`src/rtl/reg_xchg_seq_pkg.sv`:
```
// reg_xchg_seq_pkg: register select codes, exchange op codes and sequencer state encoding
package reg_xchg_seq_pkg;
  typedef logic [4:0] reg_sel_t;
  localparam reg_sel_t REG_BC  = 5'd0;
  localparam reg_sel_t REG_DE  = 5'd1;
  localparam reg_sel_t REG_HL  = 5'd2;
  localparam reg_sel_t REG_AF  = 5'd3;
  localparam reg_sel_t REG_BC2 = 5'd4;
  localparam reg_sel_t REG_DE2 = 5'd5;
  localparam reg_sel_t REG_HL2 = 5'd6;
  localparam reg_sel_t REG_AF2 = 5'd7;
  typedef logic [1:0] xchg_op_t;
  localparam xchg_op_t XCHG_OP_EXDEHL = 2'd0;
  localparam xchg_op_t XCHG_OP_EXAF   = 2'd1;
  localparam xchg_op_t XCHG_OP_EXX    = 2'd2;
  localparam xchg_op_t XCHG_OP_RSVD   = 2'd3;
  typedef logic [1:0] xchg_state_t;
  localparam xchg_state_t ST_IDLE   = 2'd0;
  localparam xchg_state_t ST_SWAP_A = 2'd1;
  localparam xchg_state_t ST_SWAP_B = 2'd2;
  localparam xchg_state_t ST_DONE   = 2'd3;
endpackage

```
`src/rtl/reg_xchg_seq_pair_rom.sv`:
```
// reg_xchg_pair_rom: maps (op, pair index) to the two register selects being swapped
import reg_xchg_seq_pkg::*;
module reg_xchg_pair_rom #(
  parameter int SEL_W = 5
) (
  input  logic [1:0]       op,
  input  logic [1:0]       idx,
  output logic [SEL_W-1:0] x,
  output logic [SEL_W-1:0] y
);
  reg_sel_t xs, ys;
  // EXX walks BC, DE, HL against their primes; other ops have a single pair
  always_comb begin
    xs = op == XCHG_OP_EXAF ? REG_AF : op == XCHG_OP_EXX ? (idx == 2'd0 ? REG_BC : idx == 2'd1 ? REG_DE : REG_HL) : REG_DE;
    ys = op == XCHG_OP_EXAF ? REG_AF2 : op == XCHG_OP_EXX ? (idx == 2'd0 ? REG_BC2 : idx == 2'd1 ? REG_DE2 : REG_HL2) : REG_HL;
  end
  assign x = SEL_W'(xs);
  assign y = SEL_W'(ys);
endmodule

```
`src/rtl/reg_xchg_seq.sv`:
```
// reg_xchg_seq: sequences EX DE,HL / EX AF,AF' / EXX onto a 2R1W register file (option: REG_XCHG_FLAG_GUARD_EN)
import reg_xchg_seq_pkg::*;
module reg_xchg_seq #(
  parameter int SEL_W      = 5,
  parameter bit B2B_ACCEPT = 1'b1
) (
  input  logic             clk,
  input  logic             reset,
  input  logic             req_valid,
  input  logic [1:0]       req_op,
  output logic             req_ready,
  output logic             busy,
  output logic             done,
  input  logic [SEL_W-1:0] core_src1,
  input  logic [SEL_W-1:0] core_src2,
  input  logic             core_wr_en,
  input  logic [SEL_W-1:0] core_dest,
  input  logic [15:0]      core_wdata,
  input  logic             core_f_wr,
  output logic             core_stall,
  output logic [SEL_W-1:0] rf_src1,
  output logic [SEL_W-1:0] rf_src2,
  input  logic [15:0]      rf_out1,
  input  logic [15:0]      rf_out2,
  output logic             rf_write_en,
  output logic [SEL_W-1:0] rf_dest,
  output logic [15:0]      rf_in,
  output logic             rf_f_wr
);
  xchg_state_t state, state_d;
  logic [1:0] op_q, pair_idx;
  logic [15:0] hold;
  logic [SEL_W-1:0] x, y;
  logic accept, last, swap_a, swap_b;

  reg_xchg_pair_rom #(.SEL_W(SEL_W)) u_rom (.op(op_q), .idx(pair_idx), .x(x), .y(y));

  assign swap_a = state == ST_SWAP_A;
  assign swap_b = state == ST_SWAP_B;
  assign busy = swap_a || swap_b;
  assign done = state == ST_DONE;
  assign req_ready = state == ST_IDLE || (B2B_ACCEPT && done);
  assign accept = req_valid && req_ready;
  assign last = pair_idx == (op_q == XCHG_OP_EXX ? 2'd2 : 2'd0);
  assign core_stall = busy && (core_wr_en || core_f_wr);

  // next state: reserved op skips straight to DONE with no writes
  always_comb begin
    state_d = swap_a ? ST_SWAP_B : swap_b ? (last ? ST_DONE : ST_SWAP_A) : accept ? (req_op == XCHG_OP_RSVD ? ST_DONE : ST_SWAP_A) : ST_IDLE;
  end

  // port muxes: the sequencer owns the register file while busy, core passes through otherwise
  always_comb begin
    rf_src1 = busy ? x : core_src1;
    rf_src2 = busy ? y : core_src2;
    rf_write_en = busy || core_wr_en;
    rf_dest = swap_a ? x : swap_b ? y : core_dest;
    rf_in = swap_a ? rf_out2 : swap_b ? hold : core_wdata;
  end

`ifdef REG_XCHG_FLAG_GUARD_EN
  assign rf_f_wr = core_f_wr && !busy && !(state == ST_IDLE && accept && req_op == XCHG_OP_EXAF);
`else
  assign rf_f_wr = core_f_wr;
`ifdef FORMAL
  // the core must keep f_wr low while the sequencer owns the ports
  always @(posedge clk) if (!reset && busy) assert (!core_f_wr);
`endif
`endif

  // FSM, op latch, pair counter and the 16-bit holding latch for the second write
  always_ff @(posedge clk or posedge reset) begin
    if (reset) begin
      state <= ST_IDLE;
      op_q <= '0;
      pair_idx <= '0;
      hold <= '0;
    end else begin
      state <= state_d;
      if (accept) begin
        op_q <= req_op;
        pair_idx <= '0;
      end else if (swap_b && !last) pair_idx <= pair_idx + 2'd1;
      if (swap_a) hold <= rf_out1;
    end
  end
endmodule

```
`config.mk`:
```
export PLATFORM = sky130hd
export DESIGN_NAME = reg_xchg_seq
export DESIGN_NICKNAME = d
export VERILOG_FILES = /design/src/rtl/reg_xchg_seq_pkg.sv /design/src/rtl/reg_xchg_seq_pair_rom.sv /design/src/rtl/reg_xchg_seq.sv
export SDC_FILE = /design/constraint.sdc
export NUM_CORES = 1
export LEC_CHECK = 0
export BUFFER_PORTS_ARGS = -buffer_cell sky130_fd_sc_hd__buf_2
export CAP_MARGIN = 20
export CORE_MARGIN = 1
export CORE_UTILIZATION = 47
export DETAILED_ROUTE_END_ITERATION = 10
export HOLD_SLACK_MARGIN = 0.05
export PLACE_DENSITY = 0.9
export RECOVER_POWER = 25
export SLEW_MARGIN = 20
export SYNTH_ARGS = -nofsm -noshare
export SYNTH_HDL_FRONTEND = slang
export SYNTH_HIERARCHICAL = 1
export SYNTH_SLANG_ARGS = --single-unit
```
`constraint.sdc`:
```
create_clock -name clk -period 2.8 [get_ports clk]
set_clock_uncertainty 0.1 [all_clocks]
set_input_delay 0.84 -clock clk [delete_from_list [all_inputs] [get_ports clk]]
set_output_delay 0.84 -clock clk [all_outputs]
set_load 0.02 [all_outputs]
```
After elaboration in Yosys (flattened, before gate mapping)
Cells that the tools add are included.

Register bits: 22. Logic and storage cells: 46.

Add/sub/neg operators: 1. Eq/ne operators: 8. Mux-type cells: 22. Reductions and logical operators: 11.

Operators by type and width (number): 5-bit two-way mux (10); 16-bit two-way mux (2); 2-bit two-way mux (10); 2-bit == test (second input constant) (4); 2-bit by 1-bit == test with 1-bit output (second input constant) (3); 2-bit logical NOT (2); 1-bit logical OR (4); 1-bit logical AND (3); 2-bit by 1-bit adder with 2-bit output (second input constant) (1); 2-bit == test (1); 2-bit nonzero test (1); 1-bit logical NOT (1).

Logic depth before layout (Yosys ltp)
Depth after elaboration: 7. Depth in mapped cells: 6. Depth with buffers taken out: 6.

Hierarchy
Netlist, hierarchy kept.

Modules (own cells, without submodules): reg_xchg_seq (instances 1, cells an instance 151, area each 1646.6 µm², sequential area each 550.5 µm²); reg_xchg_pair_rom (instances 1, cells an instance 17, area each 118.9 µm², sequential area each 0.0 µm²).

Worst setup path after synthesis
Ideal clock, no wire load.

Path type: reg2out. From: reg state[0]. To: out rf_src2[0]. Data arrival time: 1.434 ns. Required time: 1.860 ns. Setup slack: 0.426 ns. Stages on the path, launching flop included: 6. Path buffers: 2. Cells stage by stage: dfrtp_1 -> inv_1 -> ha_1 -> buf_6 -> buf_6 -> mux2_4.

Longest elaborated chain between the ends: 3. Elaborated cells on any way between the ends: 4.

RTL lines: start: declaration (RTL line reg_xchg_seq.sv:30) `xchg_state_t state, state_d;`; start signal: assignment (RTL line reg_xchg_seq.sv:79) `state <= state_d;`; 2-bit by 1-bit == test with 1-bit output or 2-bit == test (tied branches) (RTL line reg_xchg_seq.sv:38, reg_xchg_seq.sv:39); 1-bit logical OR (*) (RTL line reg_xchg_seq.sv:40) `assign busy = swap_a || swap_b;`; 5-bit two-way mux (*) (RTL line reg_xchg_seq.sv:55) `rf_src2 = busy ? y : core_src2;`; end: declaration (RTL line reg_xchg_seq.sv:22) `output logic [SEL_W-1:0] rf_src2,`.

Mark *: on every way between the ends. The rest lies on a longest branch, timed or not.

Worst setup path after layout
From: reg op_q[0]. To: out rf_src2[1].

Longest elaborated chain between the ends: 4. Elaborated cells on any way between the ends: 5.

RTL lines: start: declaration (RTL line reg_xchg_seq.sv:31) `logic [1:0] op_q, pair_idx;`; start signal: assignment (RTL line reg_xchg_seq.sv:81) `op_q <= req_op;`; 2-bit == test (RTL line reg_xchg_seq_pair_rom.sv:15) `ys = op == XCHG_OP_EXAF ? REG_AF2 : op == XCHG_OP_EXX ? (idx == 2'd0 ? REG_BC2 : idx == 2'd1 ? REG_DE2 : REG_H ...`; 5-bit two-way mux (RTL line reg_xchg_seq_pair_rom.sv:15); 5-bit two-way mux (*) (RTL line reg_xchg_seq_pair_rom.sv:15); via y[1] (RTL line reg_xchg_seq.sv:33) `logic [SEL_W-1:0] x, y;`; 5-bit two-way mux (*) (RTL line reg_xchg_seq.sv:55).

The timed path passes the listed nets; every way through them passes the cells marked *.

==> out/qor.txt <==
status: finished clean
Die H: 63.29 µm
hold_ws: 416.2 ps
Final min period: 2705 ps
Post-Synthesis Cells: 168
async set-reset flop share out of synthesis: 100.0%
Routed WL: 4.035 mm
largest net degree at the start of global routing: 44
fraction of the mapped netlist area in adder cells: 3.544%
CTS buffer count: 3
synth warn: 6
area of the core: 3468 µm²
worst rel slew slack: 45.75%
top-count cell post-synth: nand2_1
Hold Path Cell Cnt: 1
Die Width: 63.29 µm
1st-iter DRT viols: 37
Cell Area, Synth: 1765 µm²
Layout area overhead: 29.77%
Die ar.: 4006 µm²
CTS tree: yes
via count: 1,535
Worst Path Arrival: 1770 ps
hold endpoint: hold[12]$_DFFE_PP0P_
multiplexer area fraction after synthesis: 34.23%
simple logic cell fraction of the synthesized area: 9.072%
FF-to-FF setup slack: 970 ps
Inst Count DP: 310
initial core utilization: 50.90%
Worst R2R Path Depth: 5
Tightest Pin Transition: 812.8 ps
proportion of layout cells with a drive suffix above 1: 55.43%
period utilization: 96.62%
Worst Path Required: 1860 ps
post-CTS setup buffers: 0
Detail Route Antenna Nets: 0
Synth Register Bits: 22
Global Route Usage Sum: 20.32%
Tot Pwr: 2.963 mW
dominant synthesized flop cell: dfrtp_1
total negative slack: 0 ps
Netlist cell types: 30
Peak VDD IR: 0.6053 mV
clk_lat worst skew: 250 ps
CTS Sinks: 22
footprint of the multi-input gates: 1018 µm²
gr ovfl total: 0
CTS max path bufs: 2
drt via density: 4.904
xor and xnor area share after synthesis: 0.9922%
Seq. cell area: 550.5 µm²
min-delay src: hold[12]$_DFFE_PP0P_
WL/cell: 12.89 µm
main combinational cell family by area after synthesis: multiplexers
RR Startpoint: state[1]$_DFF_PP0_
CTS root buffer: clkbuf_8
initial antenna violation count: 0
fmax: 369.6 MHz
Hold Crit Class: flip-flop to flip-flop
RSZ-0062 raised after global routing: no
final hold violations: 0
vias in the first global route: 1,392
# DRC: 0
RR Endpoint: hold[14]$_DFFE_PP0P_
# fillers: 314
Synth top area share: 31.18%
element type at the critical path start: flip-flop
Post-DP Area: 2253 µm²
Final Util: 66.05%
LEAKAGE: 1.206 nW
drt pass-1 iters: 4
deepest level of the CTS H-tree: 1
syn_area_per_cell: 10.51 µm²
first-pass GRT wire length: 6.361 mm
compound-gate portion of the synthesized area: 9.072%
setup ws final: 94.65 ps
antenna cells: 0
CP max FO: 4
Setup crit end kind: output port
Post-synth EDFFs: 0
Synth area leaders: dfrtp_1, mux2_4, mux2i_1
Clock Pin Slew Worst Setup and Hold Paths: 70 ps
Post-Layout Cell Count: 313
number of I/O pins: 107
sequential share of the synthesized area: 31.18%
Port-buffer cells: 106
# nets final: 344
area leader, netlist: dfrtp_1
critical setup path kind: flip-flop to output port
row count: 21
post-DP HPWL: 3.176 mm
worst slack, placed: 320.4 ps
Final GP Congestion: 0.7402
design area: 2291 µm²
Setup violations, final: 0
Slew Limit Fails: 0
max cap viols: 0
Synth top cells by count: nand2_1, dfrtp_1, mux2_4, mux2i_1, o21ai_1
Pwr Density: 1293 nW/µm²
## report_power, final
group	internal (mW)	switching [mW]	leakage (nW)
sequential	0.480	0.118	0.264
clock	0.0958	0.0933	0.0216
combinational	1.02	1.16	0.921
total	1.59	1.37	1.21
## cell usage in the layout, fill, tap and decap left out, drive strengths merged, types with 2 or more instances in the layout
| cell type | count |
|---|---|
| mux2i | 21 |
| mux2 | 28 |
| conb | 5 |
| a21oi | 2 |
| buf | 110 |
| ha | 5 |
| nor2b | 2 |
| dfrtp | 22 |
| nand2 | 25 |
| inv | 9 |
| nor2 | 3 |
| o21ai | 22 |
| clkbuf | 3 |
| a211o | 2 |
## worst max path at each step
stage | slack (ps) | cells past startpoint | end | startpoint
after floorplan | 430 | 5 | rf_src2[0] | state[0]$_DFF_PP0_
after global placement | 370 | 5 | rf_src1[0] | state[0]$_DFF_PP0_
after detailed placement | 320 | 5 | rf_src1[1] | state[0]$_DFF_PP0_
after CTS | 30 | 5 | rf_src1[1] | state[0]$_DFF_PP0_
after global routing | 30 | 6 | rf_src2[1] | op_q[0]$_DFFE_PP0P_
final | 90 | 6 | rf_src2[1] | op_q[0]$_DFFE_PP0P_
## sequential cells by signal, indices dropped and copies added, names as in the netlist
name	cells
state	2
pair_idx	2
hold	16
op_q	2
## critical path: stages (launching register included)
cell and delay, ps:
dfrtp_1 420, inv_1 70, ha_1 190, inv_1 60, or3_1 330, mux2_4 270, buf_2 160
## what timing repair did
item / 4_1_cts / 5_1_grt
resized for setup: 0 / 1
hold buffers: 0 / 0
endpoints found under the setup margin: 0 / 2
endpoints found under the hold margin: 0 / 0
## layout make-up
class / count / share of cell area, %
multi-input combinational: 123 / 44.46
timing repair buffer: 110 / 25.72
sequential: 22 / 24.03
tap: 46 / 2.512
clock buffer: 3 / 1.802
inverter: 9 / 1.475
## metal layers
| layer | vias up | part of all wire, % | wire length, µm | track usage, % |
|---|---|---|---|---|
| li1 | 759 | - | - | - |
| met1 | 732 | 39 | 1587 | 22.07 |
| met2 | 42 | 57 | 2298 | 40.05 |
| met3 | 2 | 3.2 | 128 | 3.804 |
| met4 | 0 | 0.52 | 21 | 4.261 |
| met5 | - | 0 | 0 | 0 |
## logic make-up after synthesis
| logic type | count (synthesis) |
|---|---|
| AOI/OAI and AO/OA | 28 |
| and+or+nand+nor | 34 |
| muxes | 49 |
| other | 1 |
| xor gates and xnor gates | 2 |
| adders and majority gates | 5 |
| buffers and inverters | 27 |
| DFF | 22 |
No activity file was read; power rests on OpenSTA's default activity.
